[src/rtl/div_pkg.sv]
// Shared types and sizing helpers for the EX-stage iterative divider.
package div_pkg;

    typedef enum logic [1:0] {
        IDLE = 2'd0,
        BUSY = 2'd1,
        DONE = 2'd2
    } div_state_t;

    localparam int DIV_WIDTH = 32;
    localparam int DIV_ITERS = DIV_WIDTH;
    localparam int DIV_CNT_W = $clog2(DIV_WIDTH) + 1;

    // Counter must hold the value WIDTH itself, hence the extra bit.
    function automatic int cntWidth(input int w);
        return $clog2(w) + 1;
    endfunction

endpackage

[src/rtl/div_iter.sv]
// One radix-2 restoring shift-subtract step on unsigned magnitudes.
module div_iter #(
    parameter int WIDTH = 32
) (
    input  logic [WIDTH:0]   remIn,
    input  logic [WIDTH-1:0] quoIn,
    input  logic [WIDTH-1:0] divisor,
    output logic [WIDTH:0]   remOut,
    output logic [WIDTH-1:0] quoOut
);

    logic [WIDTH:0] shifted;
    logic [WIDTH:0] diff;
    logic           geq;

    assign shifted = {remIn[WIDTH-1:0], quoIn[WIDTH-1]};
    assign diff    = shifted - {1'b0, divisor};
    // The partial remainder top bit is always clear between steps; folding it
    // in keeps the compare exact should a wider value ever arrive.
    assign geq     = remIn[WIDTH] | (shifted >= {1'b0, divisor});

    always_comb begin
        remOut = shifted;
        quoOut = {quoIn[WIDTH-2:0], 1'b0};
        if (geq) begin
            remOut = diff;
            quoOut = {quoIn[WIDTH-2:0], 1'b1};
        end
    end

endmodule

[src/rtl/div_unit.sv]
// Iterative DIV/DIVU unit for the EX stage: FSM, operand registers, sign fix-up
// and the stall/valid handshake towards the hazard unit and HI/LO.
module div_unit
    import div_pkg::*;
#(
    parameter int WIDTH = DIV_WIDTH
) (
    input  logic             clk,
    input  logic             resetn,
    input  logic             startE,
    input  logic             signedE,
    input  logic [WIDTH-1:0] srcaE,
    input  logic [WIDTH-1:0] srcbE,
    input  logic             flushE,
    input  logic             holdE,
    output logic             div_stallE,
    output logic             div_validE,
    output logic [WIDTH-1:0] quotientE,
    output logic [WIDTH-1:0] remainderE
);

    localparam int               CNT_W     = cntWidth(WIDTH);
    localparam logic [CNT_W-1:0] LAST_STEP = CNT_W'(WIDTH - 1);

    div_state_t       stateReg, stateNext;
    logic [CNT_W-1:0] countReg, countNext;
    logic [WIDTH:0]   remReg, remNext;
    logic [WIDTH-1:0] quoReg, quoNext;
    logic [WIDTH-1:0] divisorReg, divisorNext;
    logic             quoNegReg, quoNegNext;
    logic             remNegReg, remNegNext;
    logic             divZeroReg, divZeroNext;

    logic [WIDTH:0]   remStep;
    logic [WIDTH-1:0] quoStep;
    logic             negA, negB;
    logic [WIDTH-1:0] absA, absB;
    logic [WIDTH-1:0] quoFixed, remFixed;
    logic             inIdle, inBusy, inDone;

    assign negA = signedE & srcaE[WIDTH-1];
    assign negB = signedE & srcbE[WIDTH-1];
    assign absA = negA ? (~srcaE + 1'b1) : srcaE;
    assign absB = negB ? (~srcbE + 1'b1) : srcbE;

    div_iter #(
        .WIDTH(WIDTH)
    ) u_iter (
        .remIn  (remReg),
        .quoIn  (quoReg),
        .divisor(divisorReg),
        .remOut (remStep),
        .quoOut (quoStep)
    );

    always_ff @(posedge clk or negedge resetn) begin
        if (!resetn) begin
            stateReg   <= IDLE;
            countReg   <= '0;
            remReg     <= '0;
            quoReg     <= '0;
            divisorReg <= '0;
            quoNegReg  <= 1'b0;
            remNegReg  <= 1'b0;
            divZeroReg <= 1'b0;
        end else begin
            stateReg   <= stateNext;
            countReg   <= countNext;
            remReg     <= remNext;
            quoReg     <= quoNext;
            divisorReg <= divisorNext;
            quoNegReg  <= quoNegNext;
            remNegReg  <= remNegNext;
            divZeroReg <= divZeroNext;
        end
    end

    always_comb begin
        stateNext   = stateReg;
        countNext   = countReg;
        remNext     = remReg;
        quoNext     = quoReg;
        divisorNext = divisorReg;
        quoNegNext  = quoNegReg;
        remNegNext  = remNegReg;
        divZeroNext = divZeroReg;

        case (stateReg)
            IDLE: begin
                if (startE) begin
                    stateNext   = BUSY;
                    countNext   = '0;
                    remNext     = '0;
                    quoNext     = absA;
                    divisorNext = absB;
                    quoNegNext  = negA ^ negB;
                    remNegNext  = negA;
                    divZeroNext = ~|srcbE;
                end
            end
            BUSY: begin
                remNext   = remStep;
                quoNext   = quoStep;
                countNext = countReg + 1'b1;
                if (countReg == LAST_STEP) begin
                    stateNext = DONE;
                end
            end
            DONE: begin
                // startE is deliberately ignored here so the same instruction
                // cannot retrigger while it sits in EX.
                if (!holdE) begin
                    stateNext = IDLE;
                end
            end
            default: stateNext = IDLE;
        endcase

        if (flushE) begin
            stateNext = IDLE;
        end
    end

    // Divide-by-zero needs only the quotient override: the remainder magnitude
    // equals |a| and the remainder sign fix-up restores srcaE exactly.
    assign quoFixed = divZeroReg ? {WIDTH{1'b1}} :
                      (quoNegReg ? (~quoReg + 1'b1) : quoReg);
    assign remFixed = remNegReg ? (~remReg[WIDTH-1:0] + 1'b1) : remReg[WIDTH-1:0];

    assign inIdle = (stateReg == IDLE);
    assign inBusy = (stateReg == BUSY);
    assign inDone = (stateReg == DONE);

    assign div_stallE = resetn & ~flushE & ((inIdle & startE) | inBusy);
    assign div_validE = inDone & ~flushE;
    assign quotientE  = inDone ? quoFixed : '0;
    assign remainderE = inDone ? remFixed : '0;

endmodule

[config.mk]
export PLATFORM = sky130hd
export DESIGN_NAME = div_unit
export DESIGN_NICKNAME = d
export VERILOG_FILES = /design/src/rtl/div_pkg.sv /design/src/rtl/div_iter.sv /design/src/rtl/div_unit.sv
export SDC_FILE = /design/constraint.sdc
export NUM_CORES = 1
export LEC_CHECK = 0
export BUFFER_PORTS_ARGS = -buffer_cell sky130_fd_sc_hd__buf_2
export CAP_MARGIN = 25
export CORE_MARGIN = 2
export CORE_UTILIZATION = 64
export DETAILED_ROUTE_END_ITERATION = 16
export PLACE_DENSITY_LB_ADDON = 0.1
export SLEW_MARGIN = 20
export SYNTH_ARGS = -nofsm -noshare
export SYNTH_HDL_FRONTEND = slang
export SYNTH_HIERARCHICAL = 1
export SYNTH_SLANG_ARGS = --single-unit
[constraint.sdc]
create_clock -name clk -period 6.44 [get_ports clk]
set_input_delay 0.322 -clock clk [delete_from_list [all_inputs] [get_ports clk]]
set_output_delay 0.322 -clock clk [all_outputs]
set_load 0.01 [all_outputs]
==> impl_results.md <==
* Vias in the first global route at ~8,700
* Fin cells at 1,552
* CP Max Fanout at 45
* Postcts setup bufs at 0
* Final Wtd Congestion at a little under 1
* Arr. time, crit path at between 3000 and 4000 ps
* Ys Warns at 6
* DRT Wirelength at between 20,000 and 30,000 um
* Max-slew violations at 0
* Worst Hold Class: input port to flop
* Post-Synth Simple-Gate Area at 23.9%
* Fmax at around 270 MHz
* TritonCTS buffer count at 9
* CTS Root Cell: clkbuf_16
* Tcrit/Tclk final at between 50 and 60%
* RSZ-0062 raised after global routing: no
* Setup crit start kind: flop
* Mux share of post-synthesis cell area at around 1.5%
* Largest net degree at the start of global routing at 80
* Vias per std cell at about 6.3
* Die height at around 130 um
* Avg Cell Area, Syn at ~7.6 um^2
* Die ar. at between 15,000 and 20,000 um^2
* Dpl cells at 1,534
* DRC Markers at 0
* Commonest non-fill, non-tap cell in the layout: nand2_1
* Combinational Power Share at between 50% and 60%
* Post-DP HPWL at approximately 20,000 um
* First-pass GRT wire length at roughly 44,000 um
* Pre-CTS setup slack at approximately 2800 ps
* Flop pwr share at between 20% and 30%
* EDFF count, synth at 0
* Vias post-DR at 9,782
* Min Tclk post-route at ~3700 ps
* Total power at around 4400 uW
* WP data required at 6680 ps
* Final Cell Area at 10,700 um^2
* Area growth from synthesis to layout at 7.74%
* Post-route ant nets at 0
* Critical path class: flop to flop
* Largest family of logic cells by synthesized area: simple AND/OR/NAND/NOR gates
* PwrDens at 407 nW/um^2
* Routed length per placed instance at roughly 18 um
* Syn Nets at roughly 1,400
* Worst slew margin at 31.9%
* Clk sinks at roughly 110
* Core Area at 15,200 um^2
* Cell Int Power at between 2000 and 2500 uW
* Number of max-cap violations at 0
* Rows at 45
* Nets at 1,467
* Compound-Gate Fraction of Synth Area at between 20% and 30%
* Share of layout cells above drive strength 1 at approximately 15%
* Post-synth ARST share at between 90% and 100%
* Syn Inst Count at roughly 1,300
* Reg clk slew, reported paths at 90 ps
* Sequential element share of the synthesized area at between 20 and 30%
* Synth unique cells at 78
* Drt first pass iters at 5
* Final setup fails at 0
* Lkg Pwr at between 0.004 and 0.005 uW
* Clock power frac at 13.6%
* Dpl cell area at between 10,000 and 15,000 um^2
* Peak VDD IR at between 0.0002 and 0.00025 V
* H-tree lvl count at 3
* Initial core utilization at approximately two thirds
* Most frequent cells in the layout: nand2_1 (200), buf_2 (134), o21ai_0 (111)
* I/O Buffers at 135
* Area share of fa/ha/maj cells after synthesis at 4.85%
* Setup TNS at 0 ps
* CTS tree: done
* Clock Path Buffers at 2
* IO Count at 136
* Worst Slack Setup Final at roughly 2800 ps
* Die W at about 130 um
* Outcome: complete, no violations
* Total GRT Usage at between 30% and 40%
* Synthesized area at approximately 10000 um^2
* NetSw at around 2200 uW
* Hold Vio Cnt, Final at 0
* Setup crit end kind: flop
* Sw Ratio at roughly 50%
* FF+latch count, synth at about 110
* GRT overflow at 0
* Clock Latency Late Sink at 370 ps
* Max Clock Skew at ~17 ps
* Antenna cells at 0
* Least-Margin Pin Slew at just over 1000 ps
* DRT iter0 DRCs at approximately 950
* Post-Synth XOR/XNOR Area at between 10 and 15%
* Ys flop type: dfrtp_1
* Initial antenna violation count at 0
* Fill count at about 1,400
==> area by class of cell <==
cell class	instances	area (um^2)	area share, %
Clock buffer	9	225	2.10
Tap cell	188	235	2.19
Timing Repair Buffer	145	773	7.21
Inverter	58	218	2.03
Sequential cell	108	2700	25.2
Multi-Input combinational cell	1037	6490	60.5
Clock inverter	7	81.3	0.758
==> final timing paths <==
| check | to | cells after the start | from | slack (ps) |
|---|---|---|---|---|
| hold / removal | stateReg[0]$_DFFE_PN0P_ | 2 | flushE | 190 |
| hold reg to reg | divisorReg[3]$_DFFE_PN0P_ | 2 | divisorReg[3]$_DFFE_PN0P_ | 480 |
| setup reg to reg | remReg[24]$_DFFE_PN0P_ | 12 | remReg[11]$_DFFE_PN0P_ | 2760 |
| min in group asynchronous | remReg[25]$_DFFE_PN0P_ | 2 | resetn | 500 |
| max in group asynchronous | divisorReg[26]$_DFFE_PN0P_ | 3 | resetn | 4650 |
| setup / recovery | remReg[24]$_DFFE_PN0P_ | 12 | remReg[11]$_DFFE_PN0P_ | 2760 |
==> power by group through the flow <==
stage / registers [uW] / logic (uW) / clock network [uW]
after floorplan: 1070 / 2160 / 0
after global placement: 1180 / 2500 / 0
after detailed placement: 1190 / 2530 / 0
after CTS: 1170 / 2540 / 595
after global routing: 1220 / 2880 / 619
final: 1180 / 2590 / 595
==> cells in the mapped netlist, drive strengths merged, types with 8 or more instances <==
| cell type | instances | area, um^2 |
|---|---|---|
| o31ai | 29 | 223 |
| nand3 | 52 | 265 |
| a21oi | 84 | 424 |
| a21o | 15 | 113 |
| clkbuf | 54 | 203 |
| xnor2 | 55 | 482 |
| xor2 | 84 | 736 |
| a31oi | 21 | 131 |
| nand4 | 13 | 81.3 |
| mux2i | 9 | 90.1 |
| dfrtp | 108 | 2700 |
| a22oi | 17 | 128 |
| buf | 48 | 370 |
| ha | 37 | 463 |
| inv | 58 | 218 |
| or4 | 8 | 67.6 |
| nand2b | 9 | 56.3 |
| nor3 | 26 | 130 |
| nor2 | 103 | 387 |
| nor4 | 26 | 224 |
| or3 | 21 | 134 |
| nand2 | 200 | 751 |
| o21ai | 117 | 601 |
| o41ai | 22 | 193 |
==> routing by layer <==
metal	global-route usage [%]	wire, um
met4	9.85	540
met3	5.90	2160
met2	50.6	12200
met1	48.5	12500
met5	0	0
==> flip-flops by register name, summed over array words and instances, names as in the netlist <==
name	cells
quoNegReg	1
quoReg	32
remReg	33
divZeroReg	1
remNegReg	1
divisorReg	32
stateReg	2
countReg	6
==> critical path: stages, from the launching register on <==
cell and delay [ps]:
dfrtp_1 470, ha_1 440, a21o_1 250, nor2b_4 140, a2111oi_4 320, a41oi_2 190, nor4_2 310, o31ai_2 150
a21oi_4 360, buf_4 450, mux2_4 340, nand2_1 60, nand2_1 60
==> cells by family (layout without fill, tap and decap cells) <==
group           count (synthesis)  after routing
xor+xnor                      139            139
compound gates                351            351
fa+ha+maj                      38             38
simple gates                  495            495
buf+inv                       160            219
mux                            14             14
flops                         108            108
==> timing repair <==
action                                  4_1_cts  5_1_grt
gates resized for setup                       0        0
hold endpoints to repair                     42        0
hold buffers                                  1        0
endpoints found under the setup margin        0        0
==> through the flow <==
step           utilization [%]  hold WS (ps)
6_report                  70.5           194
5_1_grt                   70.5           200
4_1_cts                   70.5           190
3_5_place_dp              68.4           359
3_3_place_gp              68.2           362
2_1_floorplan                -          26.4
No activity file was read; power rests on OpenSTA's default activity.
